File: src/rtl/evlog_pkg.sv
// Shared constants and event-word helpers for the edge event logger.
// An event word is {timestamp, input vector}, timestamp in the upper bits.
package evlog_pkg;

  localparam int N_IN_DEF  = 4;
  localparam int TS_W_DEF  = 16;
  localparam int DEPTH_DEF = 8;
  localparam int EV_W      = TS_W_DEF + N_IN_DEF;
  localparam int PTR_W     = $clog2(DEPTH_DEF);

  function automatic int ptr_width(input int depth);
    return (depth < 2) ? 1 : $clog2(depth);
  endfunction

  // Widths are passed at run time so any instance width can share these helpers.
  function automatic logic [63:0] ev_pack(input logic [31:0] ts, input logic [31:0] vec,
                                          input int n_in);
    logic [63:0] mask;
    mask = (64'd1 << n_in) - 64'd1;
    return ({32'd0, ts} << n_in) | ({32'd0, vec} & mask);
  endfunction

  function automatic logic [31:0] ev_ts(input logic [63:0] word, input int n_in);
    return 32'(word >> n_in);
  endfunction

  function automatic logic [31:0] ev_vec(input logic [63:0] word, input int n_in);
    logic [63:0] mask;
    mask = (64'd1 << n_in) - 64'd1;
    return 32'(word & mask);
  endfunction

endpackage

File: src/rtl/evlog_fifo.sv
// Show-ahead FIFO: o_data always presents the head entry, zero when empty.
// When full, a push is still accepted if a pop frees the head slot on the same edge.
module evlog_fifo
  import evlog_pkg::*;
#(
  parameter int W     = EV_W,
  parameter int DEPTH = DEPTH_DEF
) (
  input  logic                     i_clk,
  input  logic                     i_rst,
  input  logic                     i_push,
  input  logic                     i_pop,
  input  logic [W-1:0]             i_data,
  output logic [W-1:0]             o_data,
  output logic                     o_full,
  output logic                     o_empty,
  output logic [$clog2(DEPTH):0]   o_count
);

  localparam int AW = $clog2(DEPTH);

  logic [W-1:0]  r_mem [DEPTH];
  logic [AW-1:0] r_wr_ptr;
  logic [AW-1:0] r_rd_ptr;
  logic [AW:0]   r_count;
  logic          w_push;
  logic          w_pop;

  assign o_empty = (r_count == '0);
  assign o_full  = (r_count == (AW+1)'(DEPTH));
  assign o_count = r_count;
  assign o_data  = o_empty ? '0 : r_mem[r_rd_ptr];

  assign w_pop  = i_pop & ~o_empty;
  assign w_push = i_push & (~o_full | w_pop);

  always_ff @(posedge i_clk) begin
    if (w_push) r_mem[r_wr_ptr] <= i_data;
  end

  always_ff @(posedge i_clk or posedge i_rst) begin
    if (i_rst) begin
      r_wr_ptr <= '0;
      r_rd_ptr <= '0;
      r_count  <= '0;
    end else begin
      if (w_push) r_wr_ptr <= r_wr_ptr + 1'b1;
      if (w_pop)  r_rd_ptr <= r_rd_ptr + 1'b1;
      case ({w_push, w_pop})
        2'b10:   r_count <= r_count + 1'b1;
        2'b01:   r_count <= r_count - 1'b1;
        default: r_count <= r_count;
      endcase
    end
  end

endmodule

File: src/rtl/edge_event_logger.sv
// Synchronises din, detects any change of the vector and logs {ts, vector}
// into a show-ahead FIFO; a sticky flag records events dropped while full.
module edge_event_logger
  import evlog_pkg::*;
#(
  parameter int N_IN  = N_IN_DEF,
  parameter int TS_W  = TS_W_DEF,
  parameter int DEPTH = DEPTH_DEF
) (
  input  logic                     clock,
  input  logic                     reset,
  input  logic                     enable,
  input  logic [N_IN-1:0]          din,
  input  logic                     rd_en,
  input  logic                     clear_ovf,
  output logic                     rd_valid,
  output logic [TS_W+N_IN-1:0]     rd_data,
  output logic [$clog2(DEPTH):0]   count,
  output logic                     overflow
);

  localparam int W = TS_W + N_IN;

  logic [N_IN-1:0] r_sync1;
  logic [N_IN-1:0] r_sync2;
  logic [N_IN-1:0] r_prev;
  logic [TS_W-1:0] r_ts;
  logic            r_overflow;
  logic            w_event;
  logic            w_full;
  logic            w_empty;
  logic            w_drop;
  logic [W-1:0]    w_word;

  assign w_event = enable & (r_sync2 != r_prev);
  assign w_word  = W'(ev_pack(32'(r_ts), 32'(r_sync2), N_IN));
  // A full FIFO only loses the event when no pop frees a slot on this edge.
  assign w_drop  = w_event & w_full & ~rd_en;

  // prev tracks sync2 even while disabled so re-enabling never sees a stale edge.
  always_ff @(posedge clock or posedge reset) begin
    if (reset) begin
      r_sync1    <= '0;
      r_sync2    <= '0;
      r_prev     <= '0;
      r_ts       <= '0;
      r_overflow <= 1'b0;
    end else begin
      r_sync1 <= din;
      r_sync2 <= r_sync1;
      r_prev  <= r_sync2;
      if (enable) r_ts <= r_ts + 1'b1;
      if (w_drop)         r_overflow <= 1'b1;
      else if (clear_ovf) r_overflow <= 1'b0;
    end
  end

  evlog_fifo #(
    .W     (W),
    .DEPTH (DEPTH)
  ) u_fifo (
    .i_clk   (clock),
    .i_rst   (reset),
    .i_push  (w_event),
    .i_pop   (rd_en),
    .i_data  (w_word),
    .o_data  (rd_data),
    .o_full  (w_full),
    .o_empty (w_empty),
    .o_count (count)
  );

  assign rd_valid = ~w_empty;
  assign overflow = r_overflow;

endmodule
File: config.mk
export PLATFORM = sky130hd
export DESIGN_NAME = edge_event_logger
export DESIGN_NICKNAME = d
export VERILOG_FILES = /design/src/rtl/evlog_pkg.sv /design/src/rtl/evlog_fifo.sv /design/src/rtl/edge_event_logger.sv
export SDC_FILE = /design/constraint.sdc
export NUM_CORES = 1
export LEC_CHECK = 0
export BUFFER_PORTS_ARGS = -buffer_cell sky130_fd_sc_hd__buf_2
export CAP_MARGIN = 20
export CORE_MARGIN = 10
export CORE_UTILIZATION = 61
export DETAILED_ROUTE_END_ITERATION = 8
export HOLD_SLACK_MARGIN = 0.06
export PLACE_DENSITY_LB_ADDON = 0.12
export SLEW_MARGIN = 5
export SYNTH_ARGS = -nofsm -noshare
export SYNTH_HDL_FRONTEND = slang
export SYNTH_SLANG_ARGS = --single-unit
File: constraint.sdc
create_clock -name clock -period 4.1 [get_ports clock]
set_input_delay 0.41 -clock clock [delete_from_list [all_inputs] [get_ports clock]]
set_output_delay 0.41 -clock clock [all_outputs]
set_load 0.01 [all_outputs]
* Yosys cells after proc, flatten, opt, wreduce, memory -nomap -nowiden
Memory sizes are Yosys's and may differ from the RTL's.
Index checks and enable logic that the tools add are counted.
** Storage, ports and cells
- Register bits :: 39
- RAM bits :: 160
- Input port bits :: 9
- Output and inout bits :: 26
- Word-level logic and storage cells :: 37
- Memories :: 1
** Cells by class
- $add $sub $neg :: 5
- Equality and inequality tests :: 4
- Mux-type cells :: 6
- Bitwise logic cells :: 10
- Reductions and logical operators :: 3
** Memories
- u_fifo.r_mem :: depth 8, width 20, read ports 1, clocked after Yosys merged registers in 0, write ports 1, line evlog_fifo.sv:22 : logic [W-1:0] r_mem [DEPTH];
** Operator list (number)
- two-way mux 20 bit :: 1
- OR 20 x 4 -> 20 bit :: 1
- adder 16 x 1 -> 16 bit (second input constant) :: 1
- one-hot mux 4 bit (2 select lines) :: 1
- adder 3 x 1 -> 3 bit (second input constant) :: 2
- bitwise AND 1 bit :: 5
- adder 4 x 1 -> 4 bit (second input constant) :: 1
- == test 4 bit (second input constant) :: 1
- logical NOT 4 bit :: 1
- two-way mux 1 bit :: 4
- != test 4 bit :: 1
- nonzero test 2 bit :: 2
- subtractor 4 x 1 -> 4 bit (second input constant) :: 1
- inverter 1 bit :: 3
- == test 2 x 1 -> 1 bit (second input constant) :: 1
- == test 2 bit (second input constant) :: 1
- OR 1 bit :: 1

* Logic depth before layout (Yosys ltp)
- Depth in word-level cells :: 7
- Depth in mapped cells :: 12
- Mapped depth without buffers :: 10

* By module
From an unflattened synthesis, not the netlist that was laid out.
** Second synthesis, totals
- Cell total of the unflattened synthesis :: 409
- Area, all modules :: 7883.8 µm²
** By module, submodules not included
- evlog_fifo :: times used 1, cells each 326, area an instance 6736.5 µm²
- edge_event_logger :: times used 1, cells each 83, area an instance 1147.4 µm²

* Worst setup path after synthesis
OpenSTA, ideal clock, no wires.
- Kind :: reg-to-reg
- Start point :: register u_fifo.r_count[0] (netlist: u_fifo.o_count[0])
- End point :: memory u_fifo.r_mem[0][0] in the netlist's numbering, enable pin
- Library setup time :: 0.448 ns
- Data arrival time :: 2.894 ns
- Data required time :: 3.652 ns
- Path slack :: 0.758 ns
- Stages on the path, launching flop included :: 5
- Buffers on the path :: 0
- Cells stage by stage :: dfrtp_1 > nor3_1 > nand3b_1 > nand3_2 > nor4_1
** On the way
- Cells in the longest elaborated chain, start to end :: 7
** Ends and longest elaborated chain
- from (decl) :: line evlog_fifo.sv:25 : logic [AW:0] r_count;
- from (signal assigned) :: line evlog_fifo.sv:50 : 2'b10: r_count <= r_count + 1'b1;
- from (signal assigned) :: line evlog_fifo.sv:51 : 2'b01: r_count <= r_count - 1'b1;
- from (signal assigned) :: line evlog_fifo.sv:52 : default: r_count <= r_count;
- logical NOT 4 bit :: line evlog_fifo.sv:29 : assign o_empty = (r_count == '0);
- inverter 1 bit :: line evlog_fifo.sv:34 : assign w_pop = i_pop & ~o_empty;
- bitwise AND 1 bit :: line evlog_fifo.sv:34
- OR 1 bit (*) :: line evlog_fifo.sv:35 : assign w_push = i_push & (~o_full | w_pop);
- bitwise AND 1 bit (*) :: line evlog_fifo.sv:35
- two-way mux 1 bit (*) :: line evlog_fifo.sv:38 : if (w_push) r_mem[r_wr_ptr] <= i_data;
- two-way mux 1 bit (implied by the code) (*) :: line evlog_fifo.sv:38
- to (decl) :: line evlog_fifo.sv:22
Every way passes the cells marked *; elsewhere a longest branch is shown, timed or not.

* Worst setup path after layout
- Start point :: register u_fifo.r_rd_ptr[0]
- End point :: output port rd_data[6]
** On the way
- Cells in the longest elaborated chain, start to end :: 2
** Ends and longest elaborated chain
- from (decl) :: line evlog_fifo.sv:24 : logic [AW-1:0] r_rd_ptr;
- from (signal assigned) :: line evlog_fifo.sv:48 : if (w_pop) r_rd_ptr <= r_rd_ptr + 1'b1;
- memory read (8 x 20 bit)
- two-way mux 20 bit :: line evlog_fifo.sv:32 : assign o_data = o_empty ? '0 : r_mem[r_rd_ptr];
- to (decl) :: line edge_event_logger.sv:17 : output logic [TS_W+N_IN-1:0] rd_data,
Every way passes these cells.

==> flow_summary_export.csv <==
group,metric,value,unit
yosys,yosysTopAreaCell,"edfxtp_1",
timing,layout_min_cycle_time,2930,ps
place,dp_hpwl,8200,microns
power_and_ir_drop,internal-power,4430,uW
timing,max_freq,341,MHz
power_and_ir_drop,p_switching,1880,uW
grt,grt_use_total,16.8,%
critical_path,reg2reg_slack,1500,ps
floorplan,die-area,17600,sq um
critical_path,crit_type,"reg2out",
route,num_vias,3576,
finish,fin_nets,454,
power_and_ir_drop,p_leak,0.00317,uW
yosys,synthCells,391,
route,route.detailed.drc,0,
finish,fill_cells,837,
clock_tree,cts_buffers,17,
timing,slew_viol_final,0,
critical_path,reg2reg_depth,11,
yosys,synthFlopType,"edfxtp_1",
clock_tree,post_cts_buffers,0,
route,wirelength,13900,microns
yosys,synth_common_cells,"160 x edfxtp_1, 40 x mux4_2, 39 x dfrtp_1",
critical_path,arrival,2520,ps
yosys,ys_seq_area_share,74.6,%
floorplan,coreArea,12500,sq um
yosys,synth-seq-cells,199,
min_path,hold_depth,1,
power_and_ir_drop,p_sw_share,29.8,%
yosys,synth_area,7750,sq um
min_path,hold_class,"in2reg",
power_and_ir_drop,vdd.ir_drop.worst,0.493,mV
floorplan,initial_core_util,61.9,%
route,routed_via_density,5.73,
finish,seq_area,5780,sq um
clock_tree,root_buffer,"clkbuf_16",
finish,post-route-util,70.3,%
yosys,ys_warn_count,0,
finish,diodes,0,
floorplan,ios,35,
min_path,min_from,"din[0]",
power_and_ir_drop,power_frac_seq,46.9,%
yosys,synth_cell_type_count,40,
critical_path,worstSetupEndpointType,"primary output",
power_and_ir_drop,power_frac_comb,26.2,%
timing,fin_crit_sh,71.5,%
place,place.gp.congestion,0.735,
critical_path,path_max_fanout,22,
finish,multiInputGateArea,1890,sq um
timing,hold_viol,0,
critical_path,start_kind,"flip-flop",
run_status,status,"complete, no violations",
clock_tree,clock_latency,430,ps
yosys,synth_edf_count,160,
clock_tree,cts_num_sinks,199,
timing,rsz0062_at_grt,"no",
clock_tree,cts_tree,"yes",
timing,tightest_slew,981,ps
grt,grt_pass1_wl,22300,microns
timing,fin_skew,7.37,ps
yosys,avgSynthCellArea,19.8,sq um
route,ant_nets,0,
yosys,synth_top_area_share,62.0,%
min_path,min_to,"r_sync1[0]$_DFF_PP0_",
grt,grt_start_max_net_pins,40,
job,drv_cap,0,
timing,max_slew_margin,34.6,%
floorplan,chipWidth,133,microns
clock_tree,post_cts_resized,0,
grt,grt_overflow,0,
route,first_pass_iters,4,
power_and_ir_drop,power_density,717,nW/um^2
timing,setup_violations,0,
grt,antenna_found_initial,0,
grt,grt_pass1_vias,3874,
yosys,synth_most_common_cell,"edfxtp_1",
clock_tree,path_clk_slew,60,ps
finish,layout-area-overhead-vs-synth,13.5,%
timing,fin_tns_setup,0,ps
yosys,syn-num-nets,406,
floorplan,row_count,41,
critical_path,worst_r2r_endpoint,"u_fifo.o_count[2]$_DFFE_PP0P_",
yosys,synthArstFlopShare,19.6,%
route,routedWlPerCell,22.3,microns
power_and_ir_drop,pwr-share-clk,26.8,%
yosys,synth_area_leaders,"edfxtp_1 62%, dfrtp_1 13%, mux4_2 12%, mux2i_1 2.6%, xnor2_1 2.1%",
critical_path,cp.required,3690,ps
floorplan,die_h,133,microns
clock_tree,htreeDepth,4,
clock_tree,hold_buffers,0,
power_and_ir_drop,p_total,6310,uW
critical_path,r2r-start,"u_fifo.o_count[1]$_DFFE_PP0P_",
finish,layout-drive-gt1-share,29.9,%
clock_tree,clk_path_buf_depth,2,
place,port_buffers,34,
route,drtIter0Drc,304,
[per-stage QoR]
stage	instance area [sq um]	hold WS [ps]	cells	setup WS, ps
floorplan	7750	331	391	758
CTS	8800	65.3	624	1090
finish	8800	81.1	624	1170
global route	8800	64.6	624	967
global placement	8190	332	592	1550
detailed placement	8190	336	592	1490
[metal layers]
layer / GRT usage (%) / vias up / part of all wire, %
li1: - / 1630 / -
met1: 22.4 / 1844 / 43
met2: 26.4 / 90 / 50
met3: 4.50 / 12 / 6.3
met4: 5.87 / 0 / 1.1
met5: 0 / - / 0
[cell usage in the layout, fill, tap and decap left out, drive strengths merged, types with 2 or more instances in the layout]
cell type    n
nor3         7
buf         47
clkinvlp     2
mux2i       20
mux4        40
xnor2       19
nand2        9
dfrtp       39
nor2        28
edfxtp     160
nand2b       3
nand4        6
inv          3
mux2         4
bufinv       3
ha           6
nand3        6
nor4         2
xor2         9
clkinv       6
clkbuf      21
and2         2
[sequential cells by signal, indices dropped and copies added, names as in the netlist]
signal	cells
r_sync2	4
u_fifo.r_mem	160
u_fifo.o_count	4
u_fifo.r_rd_ptr	3
r_prev	4
overflow	1
u_fifo.r_wr_ptr	3
r_ts	16
r_sync1	4
[power groups by stage]
stage | clock (uW) | sequential (uW) | combinational [uW]
after CTS | 1720 | 2970 | 1710
final | 1690 | 2960 | 1650
after global placement | 0 | 2980 | 1680
after detailed placement | 0 | 3010 | 1700
after floorplan | 0 | 2790 | 1300
after global routing | 1800 | 3020 | 1830
[worst max-delay path, cell delays in order, from the launching register on]
cell and delay, ps:
dfrtp_2 840, buf_12 300, mux4_2 540, mux2i_1 190, nor2_1 50, buf_2 140
[kinds of logic (layout without fill, tap and decap cells)]
group	after synthesis	after routing	synth area share [%]
xor+xnor	28	28	3.16
simple gates	68	68	4.50
mux	64	64	14.8
flops	199	199	74.6
buf+inv	21	82	1.52
fa+ha+maj	6	6	0.968
compound gates	5	5	0.436
[worst max-delay path by stage]
stage                              startpoint                             to  slack, ps  depth (start not counted)
2_1_floorplan   u_fifo.o_count[0]$_DFFE_PP0P_   u_fifo.r_mem[0][0]$_DFFE_PP_        760                          4
3_3_place_gp             r_sync2[1]$_DFF_PP0_  u_fifo.r_mem[7][17]$_DFFE_PP_       1550                          5
3_5_place_dp             r_sync2[1]$_DFF_PP0_  u_fifo.r_mem[7][18]$_DFFE_PP_       1490                          5
4_1_cts        u_fifo.r_rd_ptr[0]$_DFFE_PP0P_                     rd_data[6]       1090                          5
5_1_grt        u_fifo.r_rd_ptr[0]$_DFFE_PP0P_                     rd_data[6]        970                          5
6_report       u_fifo.r_rd_ptr[0]$_DFFE_PP0P_                     rd_data[6]       1170                          5
[layout make-up]
cell class                      count  share of cell area [%]
Tap cell                          172                    2.45
Sequential cell                   199                    65.7
Inverter                            3                   0.128
Clock inverter                     11                    1.71
Multi-Input combinational cell    171                    21.4
Timing Repair Buffer               47                    3.33
Clock buffer                       21                    5.23
No activity file was read; power rests on OpenSTA's default activity.
